[src/rtl/semaforo_panel.sv]
// Manual-control front end for semaforo_design: button conditioning plus the
// auto/manual colour FSM. Define SEMAFORO_SAFE_SEQ_EN to force a yellow hold on green-to-red.
//
// state      | meaning
// -----------+-----------------------------------------------------------
// AUTO       | semaforo_design sequences itself, red_m parked high
// MAN_RED    | manual, red requested
// MAN_YELLOW | manual, yellow requested
// MAN_GREEN  | manual, green requested
// MAN_TRANS  | manual, yellow forced for YELLOW_HOLD cycles before red
//            | (SEMAFORO_SAFE_SEQ_EN builds only)

module semaforo_panel #(
  parameter int DEBOUNCE_CYCLES = 16,
  parameter int YELLOW_HOLD     = 8
) (
  input  logic clk,
  input  logic rst,
  input  logic btn_mode,
  input  logic btn_green,
  input  logic btn_yellow,
  input  logic btn_red,
  output logic mainageability,
  output logic green_m,
  output logic yellow_m,
  output logic red_m
);

  if (DEBOUNCE_CYCLES < 2 || YELLOW_HOLD < 1) begin : g_bad_params
    $error("semaforo_panel: DEBOUNCE_CYCLES must be >= 2 and YELLOW_HOLD >= 1");
  end

  localparam int CW = $clog2(DEBOUNCE_CYCLES + 1);
  localparam logic [CW-1:0] CNT_TC = CW'(DEBOUNCE_CYCLES - 1);

  localparam int BM = 0;
  localparam int BG = 1;
  localparam int BY = 2;
  localparam int BR = 3;

  logic [3:0]    btn_raw;
  logic [3:0]    sync1;
  logic [3:0]    sync2;
  logic [3:0]    stable;
  logic [3:0]    press;
  logic [CW-1:0] cnt [4];

  assign btn_raw = {btn_red, btn_yellow, btn_green, btn_mode};

  always_ff @(posedge clk or posedge rst) begin
    if (rst) begin
      sync1  <= '0;
      sync2  <= '0;
      stable <= '0;
      for (int i = 0; i < 4; i++) cnt[i] <= '0;
    end else begin
      sync1 <= btn_raw;
      sync2 <= sync1;
      for (int i = 0; i < 4; i++) begin
        if (sync2[i] == stable[i]) begin
          cnt[i] <= '0;
        end else if (cnt[i] == CNT_TC) begin
          stable[i] <= sync2[i];
          cnt[i]    <= '0;
        end else begin
          cnt[i] <= cnt[i] + CW'(1);
        end
      end
    end
  end

  // Press fires in the same cycle the stable level is about to rise, so the
  // FSM moves together with the stable flop and only the output register follows.
  always_comb begin
    press = '0;
    for (int i = 0; i < 4; i++) begin
      press[i] = sync2[i] & ~stable[i] & (cnt[i] == CNT_TC);
    end
  end

`ifdef SEMAFORO_SAFE_SEQ_EN
  typedef enum logic [2:0] {
    AUTO       = 3'd0,
    MAN_RED    = 3'd1,
    MAN_YELLOW = 3'd2,
    MAN_GREEN  = 3'd3,
    MAN_TRANS  = 3'd4
  } state_t;

  localparam int HW = $clog2(YELLOW_HOLD + 1);
  localparam logic [HW-1:0] HOLD_LOAD = HW'(YELLOW_HOLD - 1);

  logic [HW-1:0] hold_q;
  logic [HW-1:0] hold_d;
`else
  typedef enum logic [2:0] {
    AUTO       = 3'd0,
    MAN_RED    = 3'd1,
    MAN_YELLOW = 3'd2,
    MAN_GREEN  = 3'd3
  } state_t;
`endif

  state_t state_q;
  state_t state_d;

  always_ff @(posedge clk or posedge rst) begin
    if (rst) begin
      state_q <= AUTO;
    end else begin
      state_q <= state_d;
    end
  end

`ifdef SEMAFORO_SAFE_SEQ_EN
  always_ff @(posedge clk or posedge rst) begin
    if (rst) begin
      hold_q <= '0;
    end else begin
      hold_q <= hold_d;
    end
  end
`endif

  always_comb begin
    state_d = state_q;
`ifdef SEMAFORO_SAFE_SEQ_EN
    hold_d  = hold_q;
`endif
    case (state_q)
      AUTO: begin
        if (press[BM]) state_d = MAN_RED;
      end
      MAN_RED, MAN_YELLOW, MAN_GREEN: begin
        if (press[BM]) begin
          state_d = AUTO;
        end else if (press[BR]) begin
`ifdef SEMAFORO_SAFE_SEQ_EN
          if (state_q == MAN_GREEN) begin
            state_d = MAN_TRANS;
            hold_d  = HOLD_LOAD;
          end else begin
            state_d = MAN_RED;
          end
`else
          state_d = MAN_RED;
`endif
        end else if (press[BY]) begin
          state_d = MAN_YELLOW;
        end else if (press[BG]) begin
          state_d = MAN_GREEN;
        end
      end
`ifdef SEMAFORO_SAFE_SEQ_EN
      MAN_TRANS: begin
        if (press[BM]) begin
          state_d = AUTO;
        end else if (hold_q == '0) begin
          state_d = MAN_RED;
        end else begin
          hold_d = hold_q - HW'(1);
        end
      end
`endif
      default: state_d = AUTO;
    endcase
  end

  logic man_d;
  logic green_d;
  logic yellow_d;
  logic red_d;

  always_comb begin
    man_d    = 1'b1;
    green_d  = 1'b0;
    yellow_d = 1'b0;
    red_d    = 1'b0;
    case (state_q)
      MAN_GREEN:  green_d  = 1'b1;
      MAN_YELLOW: yellow_d = 1'b1;
      MAN_RED:    red_d    = 1'b1;
`ifdef SEMAFORO_SAFE_SEQ_EN
      MAN_TRANS:  yellow_d = 1'b1;
`endif
      default: begin
        man_d = 1'b0;
        red_d = 1'b1;
      end
    endcase
  end

  always_ff @(posedge clk or posedge rst) begin
    if (rst) begin
      mainageability <= 1'b0;
      green_m        <= 1'b0;
      yellow_m       <= 1'b0;
      red_m          <= 1'b1;
    end else begin
      mainageability <= man_d;
      green_m        <= green_d;
      yellow_m       <= yellow_d;
      red_m          <= red_d;
    end
  end

endmodule

[config.mk]
export PLATFORM = sky130hd
export DESIGN_NAME = semaforo_panel
export DESIGN_NICKNAME = d
export VERILOG_FILES = /design/src/rtl/semaforo_panel.sv
export SDC_FILE = /design/constraint.sdc
export NUM_CORES = 1
export LEC_CHECK = 0
export ABC_CLOCK_PERIOD_IN_PS = 4100
export BUFFER_PORTS_ARGS = -buffer_cell sky130_fd_sc_hd__buf_4
export CORE_MARGIN = 10
export CORE_UTILIZATION = 62
export CTS_CLUSTER_DIAMETER = 50
export DETAILED_ROUTE_END_ITERATION = 12
export GPL_TIMING_DRIVEN = 0
export PLACE_DENSITY = 0.81
export SETUP_SLACK_MARGIN = 0.5
export SYNTH_ARGS = -nofsm -noshare
export SYNTH_HDL_FRONTEND = slang
export SYNTH_SLANG_ARGS = --single-unit
[constraint.sdc]
create_clock -name clk -period 4.1 [get_ports clk]
set_clock_uncertainty 0.15 [all_clocks]
set_input_delay 0.82 -clock clk [delete_from_list [all_inputs] [get_ports clk]]
set_output_delay 0.82 -clock clk [all_outputs]
set_load 0.01 [all_outputs]
==> summary.log <==
qor: power_and_ir_drop.cellLeakagePower 0.797 nW
qor: die.ioPinCount 10
qor: clock_tree.clk_transition_reported_paths 100 ps
qor: critical_path.start_kind flip-flop
qor: grt.grt_pass1_vias 902
qor: route.routed_via_density 5.30
qor: grt.grtUsageTotal 9.71%
qor: cells_and_area.nFillCells 158
qor: power_and_ir_drop.power-per-cell-area 380 mW/mm²
qor: timing.finalSetupTns 0 ps
qor: yosys.synth_cell_types 28
qor: place.dp_hpwl 1.53 mm
qor: grt.pin_count_of_the_biggest_net_entering_global_routing 39
qor: hold_path.hold_path_class reg2reg
qor: clock_tree.clock_tree_from_tritoncts yes
qor: timing.rsz0062_at_grt no
qor: cells_and_area.finish.instance_area 0.00166 mm²
qor: timing.max_slew.worst_pin.slew 735 ps
qor: yosys.yosys_warnings 0
qor: critical_path.setup.worst_path.end_class output port
qor: die.core-area 0.00225 mm²
qor: clock_tree.clockBufferDepth 2
qor: place.dpl_worst_slack 1840 ps
qor: clock_tree.cts_hold_buffers 0
qor: timing.finalHoldViolations 0
qor: route.drt_first_iter_violations 29
qor: die.design.die.area 0.00478 mm²
qor: die.die_outline_height 69.1 µm
qor: timing.setup_viol_count_final 0
qor: critical_path.timing.critical_path.required 3130 ps
qor: route.avgRoutedWirePerCell 13.1 µm
qor: cells_and_area.ff_latch_area 952 µm²
qor: timing.final.min_clock_period 1940 ps
qor: yosys.synth_commonest_cells sky130_fd_sc_hd__dfrtp_1 (37), sky130_fd_sc_hd__inv_1 (12), sky130_fd_sc_hd__nor2_1 (11)
qor: route.remaining_drc_errors 0
qor: critical_path.critical-path-max-stage-delay 530 ps
qor: clock_tree.cts_num_sinks 38
qor: timing.holdWs 208 ps
qor: timing.timing.final.crit_share 47.3%
qor: cells_and_area.diodes 0
qor: die.floorplan.rows 17
qor: clock_tree.insertion_delay 330 ps
qor: die.die_width 69.1 µm
qor: route.drtPass1Iterations 4
qor: yosys.synth_area 0.00150 mm²
qor: clock_tree.cts_repair_resize_count 0
qor: grt.grt_pass1_wl 3.88 mm
qor: yosys.synth_largest_type_area_fraction 61.9%
qor: cells_and_area.area_of_combinational_cells_with_multiple_inputs 488 µm²
qor: run_status.run_status finished clean
qor: power_and_ir_drop.max-vdd-ir-drop 0.319 mV
qor: critical_path.critPathArrivalTime 970 ps
qor: yosys.postSynthRegisterBits 38
qor: yosys.netlist_instances 117
qor: critical_path.timing.setup.critical_path_class reg2out
qor: route.ant_nets 0
qor: place.place_congestion 0.752
qor: timing.maxClockFrequency 0.516 GHz
qor: yosys.synth-async-reset-ratio 100%
qor: critical_path.worst-path-max-fanout 1
qor: yosys.post_synth.cell_area_avg 12.8 µm²
qor: power_and_ir_drop.fin_total_pwr 0.000629 W
qor: clock_tree.clk_root_buffer_cell sky130_fd_sc_hd__clkbuf_4
qor: critical_path.timing.critical_path.buf_inv 1
qor: timing.layout_setup_ws 2160 ps
qor: yosys.synth_enable_flop_cells 0
qor: job.cap_violations 0
qor: cells_and_area.area_growth_syn_to_layout 10.8%
qor: grt.overflow 0
qor: yosys.synthTopCellsByArea sky130_fd_sc_hd__dfrtp_1 (62%), sky130_fd_sc_hd__ha_1 (6.7%), sky130_fd_sc_hd__inv_1 (3.0%)
qor: cells_and_area.nNetsFinal 147
qor: grt.grt_antenna_before_repair 0
qor: die.initial_core_util 66.4%
qor: yosys.yosys.cell_count.top_type sky130_fd_sc_hd__dfrtp_1
qor: yosys.postSynth.topFlopCell sky130_fd_sc_hd__dfrtp_1
qor: route.detailroute.via_count 858
qor: place.buffer_ports.inserted 9
qor: yosys.ys_seq_area_share 63.6%
qor: critical_path.worst_path_dominant_cell_family flip-flops
qor: yosys.post-synth-top-area-cell sky130_fd_sc_hd__dfrtp_1
qor: critical_path.critical_path.slowest_cell sky130_fd_sc_hd__dfstp_2
qor: timing.timing.final.max_slew_violations 0
qor: clock_tree.cts_max_level 2
qor: clock_tree.postCtsSetupBuffers 0
qor: yosys.synth_nets 131
qor: route.finalWirelength 2.12 mm
qor: cells_and_area.layout_cells_sized_above_1 15.7%
qor: clock_tree.tritoncts.num_buffers 5
qor: place.post_dp_cell_area 0.00160 mm²
qor: timing.worst_slew_margin_relative_to_its_limit 51.0%
qor: critical_path.timing.critical_path.cells buf_4
-- path summary, 6_finish.rpt --
| kind | startpoint | cells after the start | slack, ps | endpoint |
|---|---|---|---|---|
| max in group asynchronous | rst | 2 | 2880 | cnt[14] |
| setup reg to reg | cnt[10] | 5 | 2410 | state_q[1] |
| hold reg to reg | sync1[1] | 0 | 210 | sync2[1] |
| hold / removal | sync1[1] | 0 | 210 | sync2[1] |
| min in group asynchronous | rst | 2 | 460 | sync2[0] |
| setup / recovery | red_m | 1 | 2160 | red_m |
-- routing by layer --
layer | track usage [%] | wire [µm] | part of all wire [%] | vias up
met5 | 0 | 0 | 0 | -
met4 | 5.99 | 52 | 2.5 | 0
met3 | 3.57 | 100 | 4.7 | 7
met2 | 14.4 | 964 | 46 | 15
met1 | 11.6 | 998 | 47 | 402
li1 | - | - | - | 434
-- registers in the layout, indices dropped and copies added (netlist names) --
name            count
sync1               4
state_q             2
red_m               1
mainageability      1
sync2               4
cnt                20
yellow_m            1
green_m             1
stable              4
-- worst reg2reg max path, stage by stage, from the launching register on --
cell	delay, ps
sky130_fd_sc_hd__dfrtp_1	410
sky130_fd_sc_hd__ha_1	240
sky130_fd_sc_hd__and4b_1	250
sky130_fd_sc_hd__a2bb2o_1	300
sky130_fd_sc_hd__a21oi_1	150
sky130_fd_sc_hd__a221oi_1	70
-- area by class of cell --
class | instances | share of cell area [%]
sequential | 38 | 57.4
buffer | 1 | 0.679
tap | 28 | 2.11
multi-input combinational | 66 | 29.4
inverter | 12 | 2.72
clock buffer | 8 | 3.55
timing repair buffer | 9 | 4.08
-- where the power goes --
part	switching, W	leakage (nW)	internal [W]	total [W]
Combinational	0.0000193	0.265	0.0000156	0.0000349
Clock	0.000113	0.0326	0.0000847	0.000197
Sequential	0.00000893	0.499	0.000388	0.000397
Total	0.000141	0.797	0.000488	0.000629
-- placed cells by master, fill, tap and decap left out, drive strengths merged, types with 4 or more instances in the layout --
cell	n
inv	12
nor2	11
xnor2	4
clkbuf	8
xor2	4
buf	10
ha	8
dfrtp	37
nand3	6
nor3	7
-- kinds of logic (layout without fill, tap and decap cells) --
family	count (synthesis)	count (layout)	synth area share, %
DFF	38	38	63.6
buffers and inverters	13	30	3.76
muxes	3	3	2.26
AOI/OAI and AO/OA	11	11	6.02
adders and majority gates	8	8	6.69
and+or+nand+nor	36	36	13.0
xor gates and xnor gates	8	8	4.68
-- metrics by stage --
step | util [%] | std cells
after floorplan | - | 117
after global placement | 70.9 | 154
after detailed placement | 70.9 | 154
after CTS | 73.5 | 162
after global routing | 73.5 | 162
final | 73.5 | 162
(Power assumes the default switching activity.)
